### config.mk
export PLATFORM = sky130hd
export DESIGN_NAME = data_mem_access_flat
export DESIGN_NICKNAME = d
export VERILOG_FILES = /design/src/rtl/data_mem_access_if.sv /design/src/rtl/data_mem_access.sv /design/src/flat_wrapper.sv
export SDC_FILE = /design/constraint.sdc
export NUM_CORES = 1
export LEC_CHECK = 0
export CAP_MARGIN = 20
export CORE_ASPECT_RATIO = 0.7
export CORE_MARGIN = 2
export CORE_UTILIZATION = 42
export CTS_BUF_LIST = sky130_fd_sc_hd__clkbuf_16
export CTS_CLUSTER_SIZE = 20
export DETAILED_ROUTE_END_ITERATION = 10
export PLACE_DENSITY = 0.81
export SYNTH_ARGS = -nofsm -noshare
export SYNTH_HDL_FRONTEND = slang
export SYNTH_SLANG_ARGS = --single-unit
### constraint.sdc
create_clock -name i_clk -period 2.39 [get_ports i_clk]
set_clock_uncertainty 0.15 [all_clocks]
set_input_delay 0.239 -clock i_clk [delete_from_list [all_inputs] [get_ports i_clk]]
set_output_delay 0.239 -clock i_clk [all_outputs]
set_load 0.02 [all_outputs]
### src/rtl/data_mem_access_if.sv
// Bus bundle between the MEM stage, the access unit and the data memory.
// Signal names carry the direction as seen from the access unit (slave side).
interface data_mem_access_if #(
  parameter int ABITS = 10,
  parameter int DBITS = 32
);
  // pipeline side
  logic             i_valid;
  logic             i_Mem_read;
  logic             i_Mem_write;
  logic [4:0]       i_Size_control;
  logic [31:0]      i_addr;
  logic [DBITS-1:0] i_wdata;
  logic             o_stall;
  logic             o_done;
  logic [DBITS-1:0] o_rdata;
  logic             o_access_err;
  // memory side
  logic [ABITS-1:0] o_mem_addr;
  logic             o_mem_re;
  logic             o_mem_we;
  logic [3:0]       o_mem_be;
  logic [DBITS-1:0] o_mem_wdata;
  logic [DBITS-1:0] i_mem_rdata;
  // debug view of the access FSM state
  logic [2:0]       o_dbg_state;

  // Handshake: a request is taken only in IDLE when i_valid and a strobe are
  // high; o_stall holds the stage until o_done pulses for that request.
  modport slave (
    input  i_valid, i_Mem_read, i_Mem_write, i_Size_control, i_addr, i_wdata,
    input  i_mem_rdata,
    output o_stall, o_done, o_rdata, o_access_err,
    output o_mem_addr, o_mem_re, o_mem_we, o_mem_be, o_mem_wdata,
    output o_dbg_state
  );

  modport master (
    output i_valid, i_Mem_read, i_Mem_write, i_Size_control, i_addr, i_wdata,
    output i_mem_rdata,
    input  o_stall, o_done, o_rdata, o_access_err,
    input  o_mem_addr, o_mem_re, o_mem_we, o_mem_be, o_mem_wdata,
    input  o_dbg_state
  );
endinterface

### src/rtl/data_mem_access.sv
// MEM-stage data memory access unit: sized loads/stores on a word-wide
// synchronous memory with lane selection, extension and alignment checks.
module data_mem_access #(
  parameter int ABITS = 10,
  parameter int DBITS = 32
) (
  input  logic                   i_clk,
  input  logic                   i_reset,
  data_mem_access_if.slave       bus
);

  typedef enum logic [2:0] {
    S_IDLE    = 3'd0,
    S_RD_REQ  = 3'd1,
    S_RD_WAIT = 3'd2,
    S_WR      = 3'd3,
    S_DONE    = 3'd4
  } state_t;

  state_t            r_state;
  state_t            w_next;
  logic [ABITS+1:0]  r_addr;
  logic [1:0]        r_size;
  logic              r_sign;
  logic [DBITS-1:0]  r_wdata;
  logic              r_err;
  logic [DBITS-1:0]  r_rdata;

  logic              w_req;
  logic [1:0]        w_size;
  logic              w_err;
  logic [DBITS-1:0]  w_byte_sh;
  logic [DBITS-1:0]  w_half_sh;
  logic [DBITS-1:0]  w_ext;
  logic [3:0]        w_be;
  logic [DBITS-1:0]  w_wdata_rep;
  logic              w_unused_addr;

  // Address bits above the memory window do not take part in the access.
  assign w_unused_addr = ^bus.i_addr[31:ABITS+2];

  // Request decode: read wins over write, size comes from the matching field.
  always_comb begin
    w_req  = bus.i_valid & (bus.i_Mem_read | bus.i_Mem_write);
    w_size = bus.i_Mem_read ? bus.i_Size_control[4:3] : bus.i_Size_control[1:0];
    w_err  = (w_size == 2'b00)
           | ((w_size == 2'b10) & bus.i_addr[0])
           | ((w_size == 2'b11) & (|bus.i_addr[1:0]));
  end

  // Load lane select (little-endian) and sign/zero extension.
  always_comb begin
    w_byte_sh = bus.i_mem_rdata >> {r_addr[1:0], 3'b000};
    w_half_sh = bus.i_mem_rdata >> {r_addr[1], 4'b0000};
    case (r_size)
      2'b01:   w_ext = {{24{r_sign & w_byte_sh[7]}}, w_byte_sh[7:0]};
      2'b10:   w_ext = {{16{r_sign & w_half_sh[15]}}, w_half_sh[15:0]};
      default: w_ext = bus.i_mem_rdata;
    endcase
  end

  // Store byte enables and lane-replicated write data.
  always_comb begin
    case (r_size)
      2'b01: begin
        w_be        = 4'b0001 << r_addr[1:0];
        w_wdata_rep = {4{r_wdata[7:0]}};
      end
      2'b10: begin
        w_be        = r_addr[1] ? 4'b1100 : 4'b0011;
        w_wdata_rep = {2{r_wdata[15:0]}};
      end
      2'b11: begin
        w_be        = 4'b1111;
        w_wdata_rep = r_wdata;
      end
      default: begin
        w_be        = 4'b0000;
        w_wdata_rep = r_wdata;
      end
    endcase
  end

  // State register, request latches and the registered load result.
  always_ff @(posedge i_clk) begin
    if (!i_reset) begin
      r_state <= S_IDLE;
      r_addr  <= '0;
      r_size  <= '0;
      r_sign  <= 1'b0;
      r_wdata <= '0;
      r_err   <= 1'b0;
      r_rdata <= '0;
    end else begin
      r_state <= w_next;
      if ((r_state == S_IDLE) && w_req) begin
        r_addr  <= bus.i_addr[ABITS+1:0];
        r_size  <= w_size;
        r_sign  <= bus.i_Size_control[2];
        r_wdata <= bus.i_wdata;
        r_err   <= w_err;
      end
      if (r_state == S_RD_WAIT) begin
        r_rdata <= w_ext;
      end
    end
  end

  // Next state and per-state outputs; WR and DONE ignore the pipeline inputs
  // so the completing instruction is not taken a second time.
  always_comb begin
    w_next           = r_state;
    bus.o_stall      = 1'b0;
    bus.o_done       = 1'b0;
    bus.o_access_err = 1'b0;
    bus.o_mem_re     = 1'b0;
    bus.o_mem_we     = 1'b0;
    bus.o_mem_be     = 4'b0000;
    bus.o_mem_wdata  = '0;
    case (r_state)
      S_IDLE: begin
        if (w_req) begin
          bus.o_stall = 1'b1;
          if (w_err)                w_next = S_DONE;
          else if (bus.i_Mem_read)  w_next = S_RD_REQ;
          else                      w_next = S_WR;
        end
      end
      S_RD_REQ: begin
        bus.o_stall  = 1'b1;
        bus.o_mem_re = 1'b1;
        w_next       = S_RD_WAIT;
      end
      S_RD_WAIT: begin
        bus.o_stall = 1'b1;
        w_next      = S_DONE;
      end
      S_WR: begin
        bus.o_mem_we    = 1'b1;
        bus.o_mem_be    = w_be;
        bus.o_mem_wdata = w_wdata_rep;
        bus.o_done      = 1'b1;
        w_next          = S_IDLE;
      end
      S_DONE: begin
        bus.o_done       = 1'b1;
        bus.o_access_err = r_err;
        w_next           = S_IDLE;
      end
      default: begin
        w_next = S_IDLE;
      end
    endcase
  end

  assign bus.o_rdata     = r_rdata;
  assign bus.o_mem_addr  = r_addr[ABITS+1:2];
  assign bus.o_dbg_state = r_state;

endmodule
### src/flat_wrapper.sv
// flat-port wrapper written by rule: the top's interface ports become plain ports
module data_mem_access_flat 
#(
  parameter int ABITS = 10,
  parameter int DBITS = 32
)
  (i_clk, i_reset, bus_i_valid, bus_i_Mem_read, bus_i_Mem_write, bus_i_Size_control, bus_i_addr, bus_i_wdata, bus_i_mem_rdata, bus_o_stall, bus_o_done, bus_o_rdata, bus_o_access_err, bus_o_mem_addr, bus_o_mem_re, bus_o_mem_we, bus_o_mem_be, bus_o_mem_wdata, bus_o_dbg_state);
  data_mem_access_if #(.ABITS(ABITS), .DBITS(DBITS)) bus_i ();
  input  logic i_clk;
  input  logic i_reset;
  input wire logic [$bits(bus_i.i_valid)-1:0] bus_i_valid;
  input wire logic [$bits(bus_i.i_Mem_read)-1:0] bus_i_Mem_read;
  input wire logic [$bits(bus_i.i_Mem_write)-1:0] bus_i_Mem_write;
  input wire logic [$bits(bus_i.i_Size_control)-1:0] bus_i_Size_control;
  input wire logic [$bits(bus_i.i_addr)-1:0] bus_i_addr;
  input wire logic [$bits(bus_i.i_wdata)-1:0] bus_i_wdata;
  input wire logic [$bits(bus_i.i_mem_rdata)-1:0] bus_i_mem_rdata;
  output wire logic [$bits(bus_i.o_stall)-1:0] bus_o_stall;
  output wire logic [$bits(bus_i.o_done)-1:0] bus_o_done;
  output wire logic [$bits(bus_i.o_rdata)-1:0] bus_o_rdata;
  output wire logic [$bits(bus_i.o_access_err)-1:0] bus_o_access_err;
  output wire logic [$bits(bus_i.o_mem_addr)-1:0] bus_o_mem_addr;
  output wire logic [$bits(bus_i.o_mem_re)-1:0] bus_o_mem_re;
  output wire logic [$bits(bus_i.o_mem_we)-1:0] bus_o_mem_we;
  output wire logic [$bits(bus_i.o_mem_be)-1:0] bus_o_mem_be;
  output wire logic [$bits(bus_i.o_mem_wdata)-1:0] bus_o_mem_wdata;
  output wire logic [$bits(bus_i.o_dbg_state)-1:0] bus_o_dbg_state;
  assign bus_i.i_valid = bus_i_valid;
  assign bus_i.i_Mem_read = bus_i_Mem_read;
  assign bus_i.i_Mem_write = bus_i_Mem_write;
  assign bus_i.i_Size_control = bus_i_Size_control;
  assign bus_i.i_addr = bus_i_addr;
  assign bus_i.i_wdata = bus_i_wdata;
  assign bus_i.i_mem_rdata = bus_i_mem_rdata;
  assign bus_o_stall = bus_i.o_stall;
  assign bus_o_done = bus_i.o_done;
  assign bus_o_rdata = bus_i.o_rdata;
  assign bus_o_access_err = bus_i.o_access_err;
  assign bus_o_mem_addr = bus_i.o_mem_addr;
  assign bus_o_mem_re = bus_i.o_mem_re;
  assign bus_o_mem_we = bus_i.o_mem_we;
  assign bus_o_mem_be = bus_i.o_mem_be;
  assign bus_o_mem_wdata = bus_i.o_mem_wdata;
  assign bus_o_dbg_state = bus_i.o_dbg_state;
  data_mem_access #(.ABITS(ABITS), .DBITS(DBITS)) u_core (.i_clk(i_clk), .i_reset(i_reset), .bus(bus_i));
endmodule
Yosys cells after proc, flatten, opt, wreduce, memory -nomap -nowiden
Index checks and enable logic that the tools add are counted.
Storage, ports and cells
  word-level logic and storage cells: 51
  input bits: 106
  bits in registers: 83
Operators by class
  bitwise gates (word level): 8
  shift operators: 3
  multiplexer cells: 17
  eq/ne operators: 10
  reduce and logical (&&, ||, !) cells: 6
Operators by type and width (count)
  32-bit case mux with 2 select lines: 2
  32-bit 2-to-1 mux: 1
  32-bit by 5-bit right shift with 16-bit output: 1
  32-bit by 5-bit right shift with 8-bit output: 1
  4-bit case mux with 3 select lines: 1
  3-bit case mux with 3 select lines: 1
  2-bit equality test (second input constant): 4
  4-bit 2-to-1 mux: 2
  3-bit by 2-bit equality test with 1-bit output (second input constant): 2
  3-bit 2-to-1 mux: 2
  2-bit OR reduction: 3
  1-bit AND: 5
  1-bit 2-to-1 mux: 5
  2-bit 2-to-1 mux: 2
  1-bit by 2-bit left shift with 4-bit output (first input constant): 1
  3-bit by 1-bit equality test with 1-bit output (second input constant): 1
  3-bit equality test (second input constant): 1
  3-bit zero test: 1
  1-bit OR: 3
  2-bit by 1-bit equality test with 1-bit output (second input constant): 1
  2-bit zero test: 1
  2-bit by 1-bit inequality test with 1-bit output (second input constant): 1
  1-bit case mux with 2 select lines: 1
  1-bit logical AND: 1

Longest topological paths before layout
Gate-level depths: netlist of the first run.
  depth in word-level cells: 8
  mapped depth: 8
  gate-level depth less buffers: 6

Least setup slack after synthesis of the first run
Ideal clock, no wire load.
  kind: register to output
  start: reg u_core.r_size[0]
  end: out bus_o_mem_wdata[28]
  setup slack: -0.005 ns
  buffers on the path: 2
  cell stages (with the launch flop): 8
  arrival time: 2.006 ns
  path through: dfxtp_1 inv_1 ha_1 inv_1 clkbuf_1 clkbuf_1 a221oi_1 nor3_1
Between the ends
  word-level cells in the longest chain between the ends: 3
Ends and longest elaborated chain
  from (decl): RTL line data_mem_access.sv:23  | logic [1:0] r_size;
  from (signal assigned): RTL line data_mem_access.sv:98  | r_size <= w_size;
  2-bit equality test or 2-bit by 1-bit equality test with 1-bit output (tied branches): RTL line data_mem_access.sv:64  | case (r_size)
  32-bit case mux with 2 select lines (*): RTL line data_mem_access.sv:64
  32-bit 2-to-1 mux (*): RTL line data_mem_access.sv:120  | case (r_state)
  to (decl): RTL line flat_wrapper.sv:26  | output wire logic [$bits(bus_i.o_mem_wdata)-1:0] bus_o_mem_wdata;
Every way passes the cells marked *; elsewhere a longest branch is shown, timed or not.

Final worst setup path of the first run
  start: reg u_core.r_size[0]
  end: out bus_o_mem_wdata[29]
The elaborated chain is that of the path after synthesis.

==> key figures, run 1 <==
Clocking
  • Clock tree buffer depth: 2
  • CTS buffer count: 9
  • Hold_buf cts: 0
  • Clk_lat worst skew: 0.34 ns
  • CTS sink count: 83
  • Htree depth: 3
  • Reg clk slew, reported paths: 0.06 ns
  • CTS tree: done
  • Clock Root Buffer: clkbuf_16

GRT
  • Initial antenna violation count: 0
  • Largest net degree at the start of global routing: 50
  • Met3 Use GR: 6.02%
  • First-pass GRT wire length: 22.2 mm
  • GRT busiest layer: met1
  • Total GRT Usage: 26.9%
  • Global Route met2 Usage: 38.8%
  • Vias in the first global route: 4144
  • Grt total ovfl: 0
  • Met1 usage: 39.3%

Setup path
  • R2r worst-path depth: 8
  • CP Cell Sequence: inv_1 > ha_4 > inv_1 > buf_4 > a221oi_2 > nor3_2 > dlygate4sd2_1
  • Startpoint Class: flop
  • CP Depth: 7
  • Reg-to-reg slack, setup: 0.16 ns
  • CP Max Fanout: 9
  • Critical R2R Launch: u_core.r_size[0]
  • Worst path slowest cell: dfxtp_2
  • Worst path top cell family by delay: buffers and inverters
  • Reg-to-Reg End: u_core.bus.o_rdata[2]
  • Critical Path RT: 2.00 ns
  • Buf+Inv Stages, Crit Path: 4
  • Critical Path Most Common Cell: inv_1
  • Crit. End Element: output pin
  • Critical path type: flop to output pin
  • Worst Path Arrival: 2.03 ns
  • Peak per-stage delay on the critical path: 0.36 ns

Floorplanning
  • Die area: 10700 um2
  • Top Ports: 192
  • Die Ht: 87.2 um
  • Width of the die: 123 um
  • Starting Density: 43.0%
  • Core Region: 9650 um2
  • Rows: 30

Routing
  • DRC: 0
  • DR pass1 iterations: 5
  • Routed wire length: 14.6 mm
  • Via count: 4520
  • Final ANT Viol Nets: 0
  • Vias per cell: 5.51
  • Starting DRC count in detailed routing: 391
  • WL per Instance: 17.8 um

Place
  • IO Port Bufs: 171
  • GPL Wtd Cong: 0.960
  • Placed cell count: 805
  • DPL Wire Length: 10.5 mm

Yosys
  • Post-synth EDFFs: 0
  • Most common cell in the netlist: nand2_1
  • Seq/Total Area, Yosys: 40.0%
  • Primary FF master, synth: dfxtp_1
  • Synthesized net count: 640
  • Syn_area_per_cell: 7.83 um2
  • Yosys warnings: 0
  • Synth async-reset ratio: 0%
  • Netlist cell types: 40
  • Synthesized cell area: 4150 um2
  • Top cell type by total area after synthesis: dfxtp_1
  • Top cells by area, synth: dfxtp_1 (40%), nand2_1 (11%), a21boi_0 (7.2%)
  • #FFs+latches synth: 83
  • Share of the synthesized area in the top cell type: 40.0%
  • Gate Count Post-Synth: 530
  • Commonest cells post-synth: nand2_1 (117), dfxtp_1 (83), a21boi_0 (40)

Pwr
  • Peak VDD IR: 0.000358 V
  • Cell Pwr Density: 588 nW/um2
  • Leak: 2.54 nW

STA
  • Fmax: 414 MHz
  • Fin Setup TNS: -0.0272 ns
  • Final setup margin: -0.0272 ns
  • Min Tclk post-route: 2.42 ns
  • Finish-stage setup viols: 1
  • Slew @ Worst Pin: 0.678 ns
  • Final period util: 101%
  • Endpoints failing hold: 0
  • Max-slew headroom: 54.8%
  • RSZ-0062 raised after global routing: true
  • Pins Over Slew Limit: 0

Outcome
  • Outcome: finished with violations
  • Failing checks: setup timing

Layout
  • Area growth from synthesis to layout: 53.1%
  • Number of diodes: 0
  • Layout net count: 798
  • Final cell count without fillers: 821
  • Final core occ: 65.9%
  • Share of cells above drive strength 1: 14.7%

Flow run
  • Total of max-cap violations: 0

Worst hold path
  • Hold worst-path end: u_core.r_wdata[9]
  • Worst Hold Depth: 3
  • Worst Hold Class: input port to flop
  • Hold Crit Start: bus_i_wdata[9]
kinds of logic (layout without fill, tap and decap cells):
logic type / count (synthesis) / in the layout / share of synthesized area, %
flip-flops: 83 / 83 / 40.0
AO/OA/AOI/OAI: 176 / 176 / 28.4
AND/OR/NAND/NOR: 195 / 195 / 20.1
adder cells (fa/ha/maj): 4 / 4 / 1.21
buffers and inverters: 61 / 224 / 7.38
multiplexers: 11 / 11 / 2.89
final cells by class:
cell class / instances / area [um2]
Clock inverter: 7 / 37.5
Inverter: 8 / 30.0
Sequential cell: 83 / 1660
Fill cell: 791 / 3290
Clock buffer: 9 / 225
Multi-Input combinational cell: 386 / 2340
Timing Repair Buffer: 200 / 1900
Tap cell: 128 / 160
layer usage:
| metal | part of all wire, % | wire length (um) |
|---|---|---|
| met1 | 46 | 6720 |
| met2 | 43 | 6360 |
| met3 | 8.3 | 1220 |
| met4 | 2.2 | 326 |
| met5 | 0 | 0 |
tightest hold or removal path: cells and delay by family:
kind,cells,cell delay (ns)
AO/OA/AOI/OAI,1,0.05
buffers and inverters,1,0.39
AND/OR/NAND/NOR,1,0.06
power by group:
group / switching [W] / internal [W] / leakage, nW / total (W)
logic: 0.000506 / 0.000437 / 1.73 / 0.000943
clock network: 0.000557 / 0.000690 / 0.134 / 0.00125
registers: 0.0000768 / 0.00147 / 0.678 / 0.00155
layout by cell type (no fill, tap or decap), types with 3 or more instances in the layout:
cell / instances
dfxtp_1: 82
nand2_1: 116
or3_1: 8
a21oi_2: 4
clkinv_2: 3
o21ai_0: 34
nor3_2: 6
nor3_1: 7
buf_2: 4
mux2_2: 8
a221oi_2: 3
a21oi_1: 37
and2_1: 10
clkdlybuf4s15_2: 5
clkbuf_2: 12
buf_4: 27
o21a_1: 3
inv_1: 9
a22oi_1: 23
nor2_1: 33
clkbuf_16: 9
a221oi_4: 4
o211ai_1: 7
dlygate4sd2_1: 5
mux2i_1: 3
clkdlybuf4s50_1: 134
a21boi_1: 5
a221oi_1: 8
a21boi_0: 40
dlymetal6s2s_1: 8
what timing repair did:
item,in CTS,in global routing
endpoints found under the setup margin,37,36
pin swaps,0,2
buffers inserted,0,0
gates resized for setup,68,41
gates cloned,0,0
state kept, by name (all words and copies together), names as in the netlist:
signal and flops:
u_core.r_size 2, u_core.bus.o_dbg_state 3, u_core.r_addr 12, u_core.r_err 1, u_core.r_wdata 32, u_core.bus.o_rdata 32, u_core.r_sign 1
metrics by stage:
step                total power, W  instance area (um2)  worst slack, ns  hold WS (ns)
finish                     0.00374                 6350          -0.0272         0.305
global route               0.00391                 6350           -0.101         0.314
CTS                        0.00374                 6380          -0.0186         0.301
detailed placement         0.00244                 6020          -0.0361         0.309
global placement           0.00242                 6020          0.00392         0.301
floorplan                  0.00204                 4180           0.0542         0.223
worst max-delay path by stage:
stage / start / endpoint
after detailed placement: u_core.r_size[0] / bus_o_mem_wdata[25]
after CTS: u_core.r_size[0] / bus_o_mem_wdata[29]
final: u_core.r_size[0] / bus_o_mem_wdata[29]
after global placement: u_core.r_size[0] / bus_o_mem_wdata[18]
after global routing: u_core.r_size[0] / bus_o_mem_wdata[27]
after floorplan: u_core.bus.o_dbg_state[1] / bus_o_mem_be[0]
No activity file was read; power rests on OpenSTA's default activity.
==> run 2, diff against run 1 <==
ABC_AREA = 1   (was not set)
PLACE_DENSITY = 0.82   (was 0.81)
SETUP_SLACK_MARGIN = 0.1   (was not set)
==> key figures, run 2 <==
Yosys
  • Yosys warnings: 0
  • Synthesized net count: 708
  • Commonest cells post-synth: nor2_1 (117), a21oi_1 (89), o21ai_0 (86)
  • #FFs+latches synth: 83
  • Netlist cell types: 27
  • Top cell type by total area after synthesis: dfxtp_1
  • Top cells by area, synth: dfxtp_1 (41%), a21oi_1 (11%), nor2_1 (11%)
  • Gate Count Post-Synth: 598
  • Synth async-reset ratio: 0%
  • Most common cell in the netlist: nor2_1
  • Seq/Total Area, Yosys: 40.5%
  • Syn_area_per_cell: 6.85 um2
  • Synthesized cell area: 4100 um2
  • Post-synth EDFFs: 0
  • Primary FF master, synth: dfxtp_1
  • Share of the synthesized area in the top cell type: 40.5%

Layout
  • Final cell count without fillers: 889
  • Number of diodes: 0
  • Commonest non-fill, non-tap cells in the layout: clkdlybuf4s50_1 (138), nor2_1 (117), a21oi_1 (86), o21ai_0 (84), nand2_1 (82)
  • Layout net count: 867
  • Share of cells above drive strength 1: 13.3%
  • Final core occ: 64.6%
  • Post-route cell area: 6190 um2
  • Commonest non-fill, non-tap cell in the layout: clkdlybuf4s50_1
  • Area growth from synthesis to layout: 51.0%

STA
  • Finish-stage setup viols: 0
  • Final setup margin: 0.125 ns
  • Max-slew headroom: 58.6%
  • Min Tclk post-route: 2.27 ns
  • Final period util: 94.8%
  • RSZ-0062 raised after global routing: true
  • Fin Setup TNS: 0 ns
  • Pins Over Slew Limit: 0
  • Fmax: 441 MHz
  • Slew @ Worst Pin: 0.621 ns
  • Endpoints failing hold: 0

Clocking
  • Hold_buf cts: 0
  • CTS sink count: 83
  • CTS buffer count: 9
  • Htree depth: 3
  • CTS tree: done
  • Reg clk slew, reported paths: 0.06 ns
  • Clock Root Buffer: clkbuf_16
  • Clock tree buffer depth: 2
  • Clk_lat worst skew: 0.33 ns

Setup path
  • Worst path slowest cell: dfxtp_2
  • Critical Path RT: 2.00 ns
  • CP Max Fanout: 5
  • Worst Path Arrival: 1.88 ns
  • Crit. End Element: output pin
  • Startpoint Class: flop
  • Critical path type: flop to output pin
  • CP Cell Sequence: inv_2 > ha_4 > clkinvlp_4 > a21oi_2 > o21ai_0 > nand2_1 > nor2_1 > clkdlybuf4s15_2
  • Peak per-stage delay on the critical path: 0.37 ns

GRT
  • Initial antenna violation count: 0
  • Vias in the first global route: 4356
  • First-pass GRT wire length: 22.2 mm
  • Largest net degree at the start of global routing: 61
  • Grt total ovfl: 0
  • Total GRT Usage: 26.5%

Pwr
  • Cell Pwr Density: 641 nW/um2
  • Leak: 2.61 nW
  • Peak VDD IR: 0.000355 V

Routing
  • Via count: 4739
  • Highest Signal Layer: met4
  • DRC: 0
  • Vias per cell: 5.33
  • Starting DRC count in detailed routing: 464
  • M1 WL: 6.50 mm
  • Met3 wire length: 1.04 mm
  • Final ANT Viol Nets: 0
  • Routed wire length: 14.3 mm
  • Routed wire length on met2: 6.39 mm
  • DR pass1 iterations: 7
  • WL per Instance: 16.1 um

Place
  • IO Port Bufs: 171
  • Placed cell areas: 5850 um2
  • Placed cell count: 867
  • GPL Wtd Cong: 0.895
  • Post-place setup slack: -0.0766 ns
  • DPL Wire Length: 10.3 mm

Floorplanning
  • Rows: 30
  • Width of the die: 122 um
  • Die Ht: 86.6 um
  • Top Ports: 192
  • Core Region: 9570 um2
  • Starting Density: 42.8%
  • Die area: 10600 um2

Flow run
  • Total of max-cap violations: 0

Outcome
  • Outcome: finished, final reports clean

Worst hold path
  • Worst Hold Class: input port to flop
-- run 2: cell types whose count changed after synthesis, moves of 22 or more --
cell,change
nand2_1,-34
a21boi_0,-40
a22oi_1,-23
o21ai_0,+52
nor2_1,+83
a21oi_1,+50
nand3_1,+22
-- run 2: power breakdown --
group | switching (W) | leakage [nW] | total (W) | internal [W]
Clock | 0.000567 | 0.121 | 0.00126 | 0.000698
Combinational | 0.000627 | 1.80 | 0.00109 | 0.000464
Sequential | 0.0000892 | 0.682 | 0.00161 | 0.00152
-- run 2: per-layer routing --
metal | track usage (%) | up-vias
li1 | - | 2292
met1 | 37.8 | 2195
met2 | 40.2 | 224
met3 | 5.26 | 28
met4 | 8.67 | 0
met5 | 0 | -
-- run 2: area by class of cell --
| class | count | area [um2] |
|---|---|---|
| flip-flops and latches | 83 | 1660 |
| inverters | 35 | 136 |
| repair buffers | 194 | 1820 |
| repair inverters | 1 | 7.51 |
| clock inverters | 6 | 42.5 |
| multi-input cells | 433 | 2130 |
| fillers | 858 | 3390 |
| clock buffers | 9 | 225 |
| well taps | 128 | 160 |
-- run 2: repair_timing --
item | 4_1_cts | 5_1_grt
buffers inserted | 4 | 2
gates cloned | 1 | 0
pin swaps | 0 | 1
endpoints found under the setup margin | 30 | 52
resized for setup | 62 | 55
-- run 2: critical path: cells and delay by family, from the launching register on --
kind	cells	cell delay (ns)
AO/OA/AOI/OAI	2	0.23
flip-flops	1	0.37
buffers and inverters	3	0.48
AND/OR/NAND/NOR	2	0.12
adder cells (fa/ha/maj)	1	0.33
-- run 2: per-stage QoR --
stage / hold slack [ns] / power [W]
detailed placement: 0.347 / 0.00262
CTS: 0.307 / 0.00394
finish: 0.319 / 0.00396
global placement: 0.342 / 0.00259
global route: 0.332 / 0.00414
floorplan: 0.224 / 0.00220
-- run 2: final timing paths --
check | from | to | slack (ns) | cells past startpoint
worst min-delay path | i_reset | u_core.bus.o_rdata[23] | 0.32 | 3
worst max-delay path | u_core.r_size[0] | bus_o_mem_wdata[13] | 0.12 | 8
worst min register to register | u_core.r_addr[8] | u_core.r_addr[8] | 0.37 | 2
worst max register to register | u_core.r_size[0] | u_core.bus.o_rdata[10] | 0.23 | 9
-- run 2: kinds of logic after synthesis --
kind of cell    synth area share (%)
compound gates                  24.1
fa+ha+maj                       1.22
buf+inv                         9.47
flops                           40.5
simple gates                    24.6
